`config.mk`:
```
export PLATFORM = sky130hd
export DESIGN_NAME = multiplicador
export DESIGN_NICKNAME = d
export VERILOG_FILES = /design/src/rtl/multiplicador_pkg.sv /design/src/rtl/multiplicador_ctrl.sv /design/src/rtl/multiplicador.sv
export SDC_FILE = /design/constraint.sdc
export NUM_CORES = 1
export LEC_CHECK = 0
export ABC_AREA = 1
export ABC_CLOCK_PERIOD_IN_PS = 4400
export CAP_MARGIN = 5
export CORE_UTILIZATION = 35
export CTS_BUF_LIST = sky130_fd_sc_hd__clkbuf_16
export DETAILED_ROUTE_END_ITERATION = 7
export HOLD_SLACK_MARGIN = 0.02
export SLEW_MARGIN = 40
export SYNTH_ARGS = -nofsm -noshare
export SYNTH_HDL_FRONTEND = slang
export SYNTH_SLANG_ARGS = --single-unit
```
`constraint.sdc`:
```
create_clock -name Clk -period 4.4 [get_ports Clk]
set_input_delay 0.88 -clock Clk [delete_from_list [all_inputs] [get_ports Clk]]
set_output_delay 0.88 -clock Clk [all_outputs]
set_load 0.03 [all_outputs]
```
`src/rtl/multiplicador_pkg.sv`:
```
// -----------------------------------------------------------------------------
// multiplicador_pkg
// Shared widths, latency bound and FSM state encoding for the sequential
// 16x16 shift-and-add multiplier (multiplicador + multiplicador_ctrl).
// -----------------------------------------------------------------------------
package multiplicador_pkg;

    localparam int unsigned OPW     = 16;  // operand width
    localparam int unsigned PRODW   = 32;  // product width
    localparam int unsigned MAX_LAT = 34;  // worst-case occupancy, load to done

    typedef logic [1:0] state_t;

    localparam state_t IDLE  = 2'd0;
    localparam state_t CHECK = 2'd1;
    localparam state_t SHIFT = 2'd2;
    localparam state_t DONE  = 2'd3;

endpackage

```
`src/rtl/multiplicador_ctrl.sv`:
```
// -----------------------------------------------------------------------------
// multiplicador_ctrl
// Add/shift control unit: Moore FSM plus the 4-bit shift counter K.
// Optional macro: MULTIPLICADOR_ASSERT_EN compiles in a K-wrap check.
//
// Ports:
//   i_clk     clock, rising edge
//   i_reset   synchronous active-high reset
//   i_st      start request (sampled only in IDLE)
//   i_acc0    current multiplier LSB, ACC[0]
//   o_load    load operands into the datapath
//   o_ad      add MCAND into ACC[32:16]
//   o_sh      shift ACC right by one
//   o_idle    FSM in IDLE
//   o_done    FSM in DONE (one cycle)
// -----------------------------------------------------------------------------
module multiplicador_ctrl
    import multiplicador_pkg::*;
(
    input  logic i_clk,
    input  logic i_reset,
    input  logic i_st,
    input  logic i_acc0,
    output logic o_load,
    output logic o_ad,
    output logic o_sh,
    output logic o_idle,
    output logic o_done
);

    state_t     r_state;
    state_t     w_state_next;
    logic [3:0] r_k;
    logic       w_k;

    // Last of the 16 shifts happens while K == 15.
    assign w_k = (r_k == 4'd15);

    always_comb begin
        w_state_next = r_state;
        o_load       = 1'b0;
        o_ad         = 1'b0;
        o_sh         = 1'b0;
        case (r_state)
            IDLE: begin
                if (i_st) begin
                    o_load       = 1'b1;
                    w_state_next = CHECK;
                end
            end
            CHECK: begin
                if (i_acc0) begin
                    o_ad         = 1'b1;
                    w_state_next = SHIFT;
                end else begin
                    o_sh         = 1'b1;
                    w_state_next = w_k ? DONE : CHECK;
                end
            end
            SHIFT: begin
                o_sh         = 1'b1;
                w_state_next = w_k ? DONE : CHECK;
            end
            default: begin
                w_state_next = IDLE;
            end
        endcase
    end

    always_ff @(posedge i_clk) begin
        if (i_reset) begin
            r_state <= IDLE;
            r_k     <= 4'd0;
        end else begin
            r_state <= w_state_next;
            if (o_load) begin
                r_k <= 4'd0;
            end else if (o_sh) begin
                r_k <= r_k + 4'd1;
            end
        end
    end

    assign o_idle = (r_state == IDLE);
    assign o_done = (r_state == DONE);

`ifdef MULTIPLICADOR_ASSERT_EN
    // K is zero whenever no operation is shifting: cleared at load and
    // wrapped back to zero by exactly the 16th shift.
    always @(posedge i_clk) begin
        if (!i_reset && (r_state != CHECK) && (r_state != SHIFT)) begin
            assert (r_k == 4'd0)
            else $error("multiplicador_ctrl: K=%0d outside CHECK/SHIFT", r_k);
        end
    end
`endif

endmodule

```
`src/rtl/multiplicador.sv`:
```
// -----------------------------------------------------------------------------
// multiplicador
// Sequential 16x16 unsigned shift-and-add multiplier. Holds the ACC/MCAND
// datapath and the adder; sequencing comes from multiplicador_ctrl.
// Optional macro: MULTIPLICADOR_ASSERT_EN compiles in simulation checks on
// the result, Idle/Done exclusivity and load-to-done latency.
//
// Ports:
//   Clk            clock, rising edge
//   Reset          synchronous active-high reset
//   St             start request, sampled in IDLE
//   Multiplicando  16-bit multiplicand, captured at load
//   Multiplicador  16-bit multiplier, captured at load
//   Produto        32-bit product (ACC[31:0]), final when Done
//   Idle           high while idle
//   Done           one-cycle completion pulse
// -----------------------------------------------------------------------------
module multiplicador
    import multiplicador_pkg::*;
(
    input  logic             Clk,
    input  logic             Reset,
    input  logic             St,
    input  logic [OPW-1:0]   Multiplicando,
    input  logic [OPW-1:0]   Multiplicador,
    output logic [PRODW-1:0] Produto,
    output logic             Idle,
    output logic             Done
);

    // ACC[32] catches the add carry; the following shift pulls it down.
    logic [PRODW:0] r_acc;
    logic [OPW-1:0] r_mcand;
    logic [OPW:0]   w_soma;
    logic           w_load;
    logic           w_ad;
    logic           w_sh;

    assign w_soma = {1'b0, r_acc[PRODW-1:OPW]} + {1'b0, r_mcand};

    multiplicador_ctrl u_ctrl (
        .i_clk   (Clk),
        .i_reset (Reset),
        .i_st    (St),
        .i_acc0  (r_acc[0]),
        .o_load  (w_load),
        .o_ad    (w_ad),
        .o_sh    (w_sh),
        .o_idle  (Idle),
        .o_done  (Done)
    );

    always_ff @(posedge Clk) begin
        if (Reset) begin
            r_acc   <= '0;
            r_mcand <= '0;
        end else if (w_load) begin
            r_acc   <= {{(OPW+1){1'b0}}, Multiplicador};
            r_mcand <= Multiplicando;
        end else if (w_ad) begin
            r_acc[PRODW:OPW] <= w_soma;
        end else if (w_sh) begin
            r_acc <= {1'b0, r_acc[PRODW:1]};
        end
    end

    assign Produto = r_acc[PRODW-1:0];

`ifdef MULTIPLICADOR_ASSERT_EN
    logic [OPW-1:0] r_chk_mcand;
    logic [OPW-1:0] r_chk_mplier;
    logic [5:0]     r_chk_lat;

    always @(posedge Clk) begin
        if (Reset) begin
            r_chk_mcand  <= '0;
            r_chk_mplier <= '0;
            r_chk_lat    <= '0;
        end else begin
            if (w_load) begin
                r_chk_mcand  <= Multiplicando;
                r_chk_mplier <= Multiplicador;
                r_chk_lat    <= 6'd1;
            end else if (!Idle && !Done) begin
                r_chk_lat <= r_chk_lat + 6'd1;
            end
            assert (!(Idle && Done))
            else $error("multiplicador: Idle and Done both high");
            if (Done) begin
                assert (Produto == (PRODW'(r_chk_mcand) * PRODW'(r_chk_mplier)))
                else $error("multiplicador: product %h for %h*%h",
                            Produto, r_chk_mcand, r_chk_mplier);
                assert (32'(r_chk_lat) < MAX_LAT)
                else $error("multiplicador: DONE reached %0d cycles after load",
                            r_chk_lat);
            end
        end
    end
`endif

endmodule

```
==> results.py <==
metrics = {
    "outcome": {
        "status": "completed",
    },
    "cells_and_area": {
        "final_cell_mix": "nand2_1, clkdlybuf4s50_1, inv_1, dfxtp_1, nor2_1",
        "drive_gt1_share_pct": 4.52,
        "fill_cells": 1047,
        "final_common_cell": "nand2_1",
        "utilization_pct": 43.1,
        "seq_area_um2": 1100,
        "syn2layout_area_growth_pct": 19.2,
        "nNetsFinal": 609,
        "design_area_um2": 4230,
        "antennaDiodeCount": 0,
        "multi_input_area_um2": 1860,
    },
    "timing": {
        "slew_headroom_pct": 58.7,
        "timing.fmax_ghz": 0.390,
        "finalHoldViolCount": 0,
        "finClkSkew_ps": 7.10,
        "setup_tns_ps": 0,
        "finalSetupViolCount": 0,
        "slew_violations": 0,
        "fin_crit_sh_pct": 58.3,
        "tightest_slew_ps": 619,
        "rsz0062_at_grt": "no",
        "holdWs_ps": 467,
        "timing.final.crit_period_ps": 2570,
    },
    "clocking": {
        "h-tree-depth": 2,
        "cts_resized": 0,
        "cts-root-buf": "clkbuf_16",
        "cts_setup_buffers": 0,
        "cts-buffers-inserted": 5,
        "cts_hold_buf": 0,
        "clock_sinks": 55,
        "cts_buffer_depth": 2,
        "clk_pin_slew_ps": 70,
        "cts_tree": "yes",
        "clk_latency_ps": 290,
    },
    "detailed_routing": {
        "vias_per_cell": 4.66,
        "routedWlPerCell_um": 12.2,
        "drtAntennaViolNets": 0,
        "firstDrtPassIters": 4,
        "vias": 3197,
        "drt-total-wl_um": 8360,
        "drcViolationCount": 0,
        "drt_iter0_drc": 142,
    },
    "setup_path": {
        "critical_path.max_fanout": 34,
        "reg2reg_setup_slack_ps": 2180,
        "timing.rr.end": "r_acc[0]$_SDFFE_PP0P_",
        "regToRegStartpoint": "u_ctrl.r_state[0]$_SDFFE_PP0P_",
        "critical_path.top_delay_family": "buffers and inverters",
        "cp-end-kind": "flip-flop",
        "crit_type": "input port to flip-flop",
        "critPathArrivalTime_ps": 2730,
        "path_cells": "clkdlybuf4s50_1 -> nand2_1 -> buf_4 -> inv_2 -> nor2_1 -> inv_2 -> nor3_1",
        "cp-startpoint": "St",
        "slowest_delay_ps": 500,
        "worst_path_max_delay_cell": "inv_2",
        "worstSetupStartpointType": "input port",
        "rr_worst_depth": 9,
        "cp.required_ps": 4560,
        "cpMostUsedCell": "inv_2",
        "critPathBufInv": 4,
    },
    "die": {
        "die_h_um": 103,
        "row_count": 36,
        "die-area_um2": 10600,
        "initial_utilization_pct": 36.2,
        "fp.coreArea_um2": 9820,
        "die_x_um": 103,
        "io_pins": 69,
    },
    "global_routing": {
        "antenna_found_initial": 0,
        "grt_pass1_vias": 2941,
        "grt_use_total_pct": 16.3,
        "overflow": 0,
        "grt_pass1_wl_um": 13700,
        "grt_max_degree": 35,
    },
    "power_and_ir_drop": {
        "vdd.ir_drop.worst_mv": 0.174,
        "leakagePower_nw": 1.97,
        "power_density_nw_per_um2": 297,
    },
    "worst_hold_path": {
        "hold_path_class": "flip-flop to flip-flop",
        "worst_hold_path.num_cells": 2,
        "hold_start": "u_ctrl.r_k[3]$_SDFFE_PP0N_",
        "holdPathEnd": "u_ctrl.r_k[3]$_SDFFE_PP0N_",
    },
    "yosys": {
        "seq_area_frac_synth_pct": 31.0,
        "synth_top_cell_area_share_pct": 31.0,
        "synth.avg_cell_area_um2": 6.80,
        "syn_area_um2": 3550,
        "synth.largest_area_cell": "dfxtp_1",
        "ys_seq_elements": 55,
        "synthTopCellsByArea": "dfxtp_1, nand2_1, ha_1",
        "async_reset_ff_share_pct": 0,
        "synth_cell_type_count": 34,
        "synth_cells": 522,
        "yosysWarnings": 0,
        "ys.flop_type": "dfxtp_1",
        "syn_nets": 579,
        "synth_edf_count": 0,
    },
    "placement": {
        "hpwlAfterDp_um": 6460,
        "dpl-instance-area_um2": 4090,
        "gp_congestion": 0.819,
        "io_buffers": 68,
    },
    "flow_run": {
        "drv_cap": 0,
    },
}
sequential cells by signal (all words and copies together), names as in the netlist:
name / cells
r_acc: 33
r_mcand: 16
u_ctrl.r_k: 4
u_ctrl.r_state: 2
metal layers:
layer | GRT usage [%] | share of wire (%) | routed length (um) | up-vias
met2 | 27.6 | 46 | 3840 | 53
met5 | 0 | 0 | 0 | -
li1 | - | - | - | 1703
met4 | 3.14 | 0.53 | 44 | 0
met3 | 1.69 | 3.5 | 292 | 4
met1 | 22.6 | 50 | 4180 | 1437
cells by family (layout without fill, tap and decap cells):
kind of cell / count (synthesis) / in the layout / share of synthesized area, %
buf+inv: 117 / 148 / 16.7
simple gates: 240 / 240 / 28.5
fa+ha+maj: 22 / 22 / 7.96
xor+xnor: 2 / 2 / 0.493
flops: 55 / 55 / 31.0
compound gates: 86 / 86 / 15.3
through the flow:
stage	setup slack, ps	total power [mW]	std cells
final	1830	1.26	686
after CTS	1840	1.27	686
after detailed placement	1530	0.881	678
after global routing	1680	1.32	686
after global placement	1570	0.877	678
after floorplan	2650	0.803	522
worst max-delay path by stage:
stage                                       endpoint  cells after the start
after floorplan               r_acc[12]$_SDFFE_PP0P_                      6
after global placement    u_ctrl.r_k[0]$_SDFFE_PP0N_                      7
after detailed placement  u_ctrl.r_k[0]$_SDFFE_PP0N_                      7
after CTS                 u_ctrl.r_k[0]$_SDFFE_PP0N_                      7
after global routing          r_acc[25]$_SDFFE_PP0P_                      7
final                     u_ctrl.r_k[0]$_SDFFE_PP0N_                      7
power breakdown:
part	switching, mW	total [mW]	internal, mW	leakage (nW)
registers	0.0303	0.565	0.535	0.451
logic	0.177	0.304	0.126	1.46
clock network	0.180	0.390	0.210	0.0674
total	0.387	1.26	0.872	1.97
synth_stat cells, types with 4 or more instances:
library cell,number
nand2_1,136
inv_1,65
dfxtp_1,55
nor2_1,49
nand3_1,36
buf_4,32
o21ai_0,27
a21oi_1,26
ha_1,21
o211a_1,15
clkbuf_1,8
a31oi_1,7
o22ai_1,7
nor3_1,5
inv_2,4
worst min-delay path, cell delays in order, from the launching register on:
cell     delay [ps]
dfxtp_1         300
inv_1            70
a21oi_1          60
layout make-up:
cell class / count / share of cell area, %
Tap cell: 133 / 3.93
Sequential cell: 55 / 26.0
Timing Repair Buffer: 69 / 16.3
Inverter: 71 / 6.53
Clock buffer: 5 / 2.96
Multi-Input combinational cell: 350 / 43.9
Clock inverter: 3 / 0.473
(Power assumes the default switching activity.)
==> patch 1, RTL diff (same settings) <==
Register the input `St` before use, without a reset. The logic sees it one clock later. The other inputs are not delayed to match.
--- a/src/rtl/multiplicador.sv
+++ b/src/rtl/multiplicador.sv
@@ -30,2 +30,8 @@
 
+    logic St_q;
+
+    always_ff @(posedge Clk) begin
+        St_q <= St;
+    end
+
     // ACC[32] catches the add carry; the following shift pulls it down.
@@ -43,3 +49,3 @@
         .i_reset (Reset),
-        .i_st    (St),
+        .i_st    (St_q),
         .i_acc0  (r_acc[0]),
Formal check against the unedited RTL: not equivalent (a bounded check fails within 4 cycles, from zero or initial values and one cycle with Reset high).
==> patch 1 against the original RTL <==
- non-clock buffer count shrank 1
- critical path type is now flop to output port
- worst setup slack gained 9.3 ps
- area after synthesis grew 0.56%
- total power grew 3.7%
- sequential share of layout area grew 0.35 points
- sequential cell count grew 1
- design area grew 0.47%
- register-to-register slack lost 180 ps
- first-iteration DRC count shrank 38%
- wire length grew 3.4%
==> patch 1: results (changes against the original RTL) <==
- Clock period minus worst slack: 2557 ps (was 2566 ps)
- Worst slew pin tran: 602.4 ps (was 619.1 ps)
- FILL cells: 1052 (was 1047)
- Worst Setup EP: Idle (was u_ctrl.r_k[0])
- Gr usage total: 17.25% (was 16.32%)
- Via count: 3225 (was 3197)
- Final Skew: 9.668 ps (was 7.104 ps)
- Vias in the first global route: 3048 (was 2941)
- Pre-CTS setup slack: 1862 ps (was 1528 ps)
- Path depth of the worst reg2reg path: 7 (was 9)
- Top cells by count, synth: nand2_1, inv_1, dfxtp_1, nor2_1, nand3_1 (unchanged)
- Reg2reg setup slack: 2000 ps (was 2180 ps)
- Syn_nets: 580 (was 579)
- Worst Setup SP: u_ctrl.r_state[0] (was St)
- DR WL/cell: 12.59 um (was 12.18 um)
- Dominant cells by area after synthesis: dfxtp_1, nand2_1, ha_1 (unchanged)
- Slowest cell on the critical path: clkdlybuf4s50_1 (was inv_2)
- Avg Inst Size Synth: 6.830 um^2 (was 6.805 um^2)
- Leakage: 1.982 nW (was 1.974 nW)
- Global-route wire length before repair: 14270 um (was 13710 um)
- Share of layout cells above drive strength 1: 4.702% (was 4.521%)
- Dpl cell area: 0.004104 mm^2 (was 0.004089 mm^2)
- Initial DRT Pass Iterations: 5 (was 4)
- Status: completed (unchanged)
- 1st-iter DRT viols: 88 (was 142)
-- patch 1: metal layers --
layer  vias up  share of wire [%]  wire length, um
met5         -                  0                0
met4         0               0.82               71
met3         6                3.7              317
met2        63                 49             4191
met1      1448                 47             4058
li1       1708                  -                -
-- patch 1: final cells by class --
type,count,area [um^2],share of cell area [%]
Multi-Input combinational cell,350,1859,43.71
Sequential cell,56,1121,26.35
Timing Repair Buffer,68,680.7,16.00
Inverter,71,276.5,6.500
Tap cell,133,166.4,3.912
Clock buffer,5,125.1,2.941
Clock inverter,3,25.02,0.5882
-- patch 1: power breakdown --
group	internal (mW)	leakage, nW	switching (mW)
registers	0.544	0.459	0.0305
clock network	0.216	0.0708	0.208
logic	0.126	1.45	0.181
-- patch 1: cell families (layout without fill, tap and decap cells) --
kind of cell             Yosys count  after routing  share of synthesized area [%]
AND/OR/NAND/NOR                  240            240                          28.37
buffers and inverters            117            147                          16.64
AO/OA/AOI/OAI                     86             86                          15.20
flip-flops                        56             56                          31.38
adder cells (fa/ha/maj)           22             22                          7.916
XOR/XNOR                           2              2                         0.4905
-- patch 1: worst min-delay path by stage --
stage / from / to / slack [ps]
global route: u_ctrl.r_k[3] / u_ctrl.r_k[3] / 510
finish: r_acc[32] / r_acc[32] / 470
floorplan: u_ctrl.r_k[3] / u_ctrl.r_k[3] / 440
detailed placement: r_acc[32] / r_acc[32] / 460
CTS: r_acc[32] / r_acc[32] / 470
global placement: r_acc[32] / r_acc[32] / 450
-- patch 1: tightest hold or removal path, stage by stage (launching register included) --
cell	delay, ps
dfxtp_1	320
nand2_1	60
a21oi_1	50
==> patch 2, RTL diff (config.mk and constraints unchanged) <==
Without the edit above. Register the output `Produto`; this adds one clock of latency there. The other outputs are not delayed to match.
--- a/src/rtl/multiplicador.sv
+++ b/src/rtl/multiplicador.sv
@@ -66,3 +66,5 @@
 
-    assign Produto = r_acc[PRODW-1:0];
+    always_ff @(posedge Clk) begin
+        Produto <= r_acc[PRODW-1:0];
+    end
 
Function: changed (a bounded check fails within 4 cycles, from zero or initial values and one cycle with Reset high).
==> patch 2 against the original RTL <==
- total power increased by 60%
- sequential cell count increased by 32
- wire length increased by 13%
- clock skew about the same
- core utilization increased by 3.5 points
- design area increased by 20%
- area after synthesis increased by 11%
- count of clock-buffer cells in the layout increased by 4
- final cell count increased by 7.6%
- worst setup slack got worse by 6.4 ps
- critical path type is now flop to output port
==> patch 2: results (changes against the original RTL) <==
- RePlAce Congestion: 0.8307 (was 0.8186)
- Cts bufs inserted: 9 (was 5)
- FMAX: 388.8 MHz (was 389.7 MHz)
- Worst Hold Slack: 372.1 ps (was 466.9 ps)
- M1 WL: 4931 um (was 4180 um)
- Leakage: 2.239 nW (was 1.974 nW)
- Power per cell area: 397.1 mW/mm^2 (was 297.3 mW/mm^2)
- Cells after DPL: 722 (was 678)
- Synth cell types: 36 (was 34)
- Fraction of the mapped netlist area in compound gates: 13.12% (was 15.29%)
- Hold path cells: 0 (was 2)
- Xor and xnor area share after synthesis: 0.2229% (was 0.4931%)
- Regs by FF count: r_acc: 33 flops, Produto: 32 flops, r_mcand: 16 flops (was r_acc: 33 flops, r_mcand: 16 flops, u_ctrl.r_k: 4 flops)
- Clk Latency, worst-skew pair: 340 ps (was 290 ps)
- CP peak stage delay: 690 ps (was 500 ps)
- Vias per inst: 4.688 (was 4.660)
- Adder-Cell Fraction of Synth Area: 7.197% (was 7.961%)
- Global-route wire length before repair: 15650 um (was 13710 um)
- Met2 routed WL: 3952 um (was 3838 um)
- Slowest cell on the critical path: clkdlybuf4s50_1 (was inv_2)
- Vias in the first global route: 3185 (was 2941)
- Pre-CTS setup slack: 1714 ps (was 1528 ps)
- VDD IR-drop max: 227.2 uV (was 174.0 uV)
- Gr usage total: 17.30% (was 16.32%)
- Syn_nets: 582 (was 579)
- Crit-path max FO: 4 (was 34)
- Register area share after synthesis: 44.33% (was 31.00%)
- Status: completed (unchanged)
- Largest net degree at the start of global routing: 34 (was 35)
- Via count: 3460 (was 3197)
- WP data arrival: 1690 ps (was 2730 ps)
- Slew headroom: 59.30% (was 58.67%)
- 1st-iter DRT viols: 244 (was 142)
- Avg Inst Size Synth: 7.483 um^2 (was 6.805 um^2)
- Top cells by count, synth: nand2_1, dfxtp_1, inv_1, nor2_1, nand3_1 (was nand2_1, inv_1, dfxtp_1, nor2_1, nand3_1)
- Reg2reg setup slack: 2240 ps (was 2180 ps)
- Met3 WL: 472 um (was 292 um)
- DR WL/cell: 12.83 um (was 12.18 um)
- Final Skew: 7.504 ps (was 7.104 ps)
- Dominant cells by area after synthesis: dfxtp_1, nand2_1, ha_1 (unchanged)
## patch 2: changes by cell type after synthesis, sizes merged, moves of 3 or more
cell,unedited run,this run
a31oi,7,14
buf,38,6
dfxtp,55,87
nand2,139,136
nor2,51,58
o211a,15,7
## patch 2: kinds of logic (layout without fill, tap and decap cells)
| group | after synthesis | in the layout |
|---|---|---|
| flip-flops | 87 | 87 |
| buffers and inverters | 87 | 160 |
| AND/OR/NAND/NOR | 241 | 241 |
| adder cells (fa/ha/maj) | 22 | 22 |
| AO/OA/AOI/OAI | 87 | 87 |
| XOR/XNOR | 1 | 1 |
## patch 2: report_power, final
| part | internal (mW) | switching, mW |
|---|---|---|
| Clock | 0.562 | 0.328 |
| Sequential | 0.834 | 0.0324 |
| Combinational | 0.108 | 0.153 |
| Total | 1.50 | 0.513 |
## patch 2: metrics by stage
stage	power (mW)	area [um^2]
floorplan	1.043	3929
global placement	1.140	4728
detailed placement	1.144	4728
CTS	2.030	5079
global route	2.102	5079
finish	2.017	5079
## patch 2: cell type report
class / count / area, um^2 / share of cell area [%]
inverters: 73 / 282.8 / 5.568
clock buffers: 9 / 225.2 / 4.435
clock inverters: 7 / 125.1 / 2.464
well taps: 140 / 175.2 / 3.449
multi-input cells: 351 / 1826 / 35.94
repair buffers: 71 / 703.2 / 13.85
flip-flops and latches: 87 / 1742 / 34.29
## patch 2: layer usage
layer  track usage [%]  up-vias
li1                  -     1829
met5                 0        -
met3             3.797        7
met1             25.16     1534
met2             24.75       90
met4             6.458        0
## patch 2: worst paths after layout
kind / startpoint / endpoint
setup / recovery: u_ctrl.r_state[0] / Idle
hold / removal: r_acc[12] / Produto[12]
setup reg to reg: u_ctrl.r_state[1] / r_acc[27]
hold reg to reg: r_acc[12] / Produto[12]
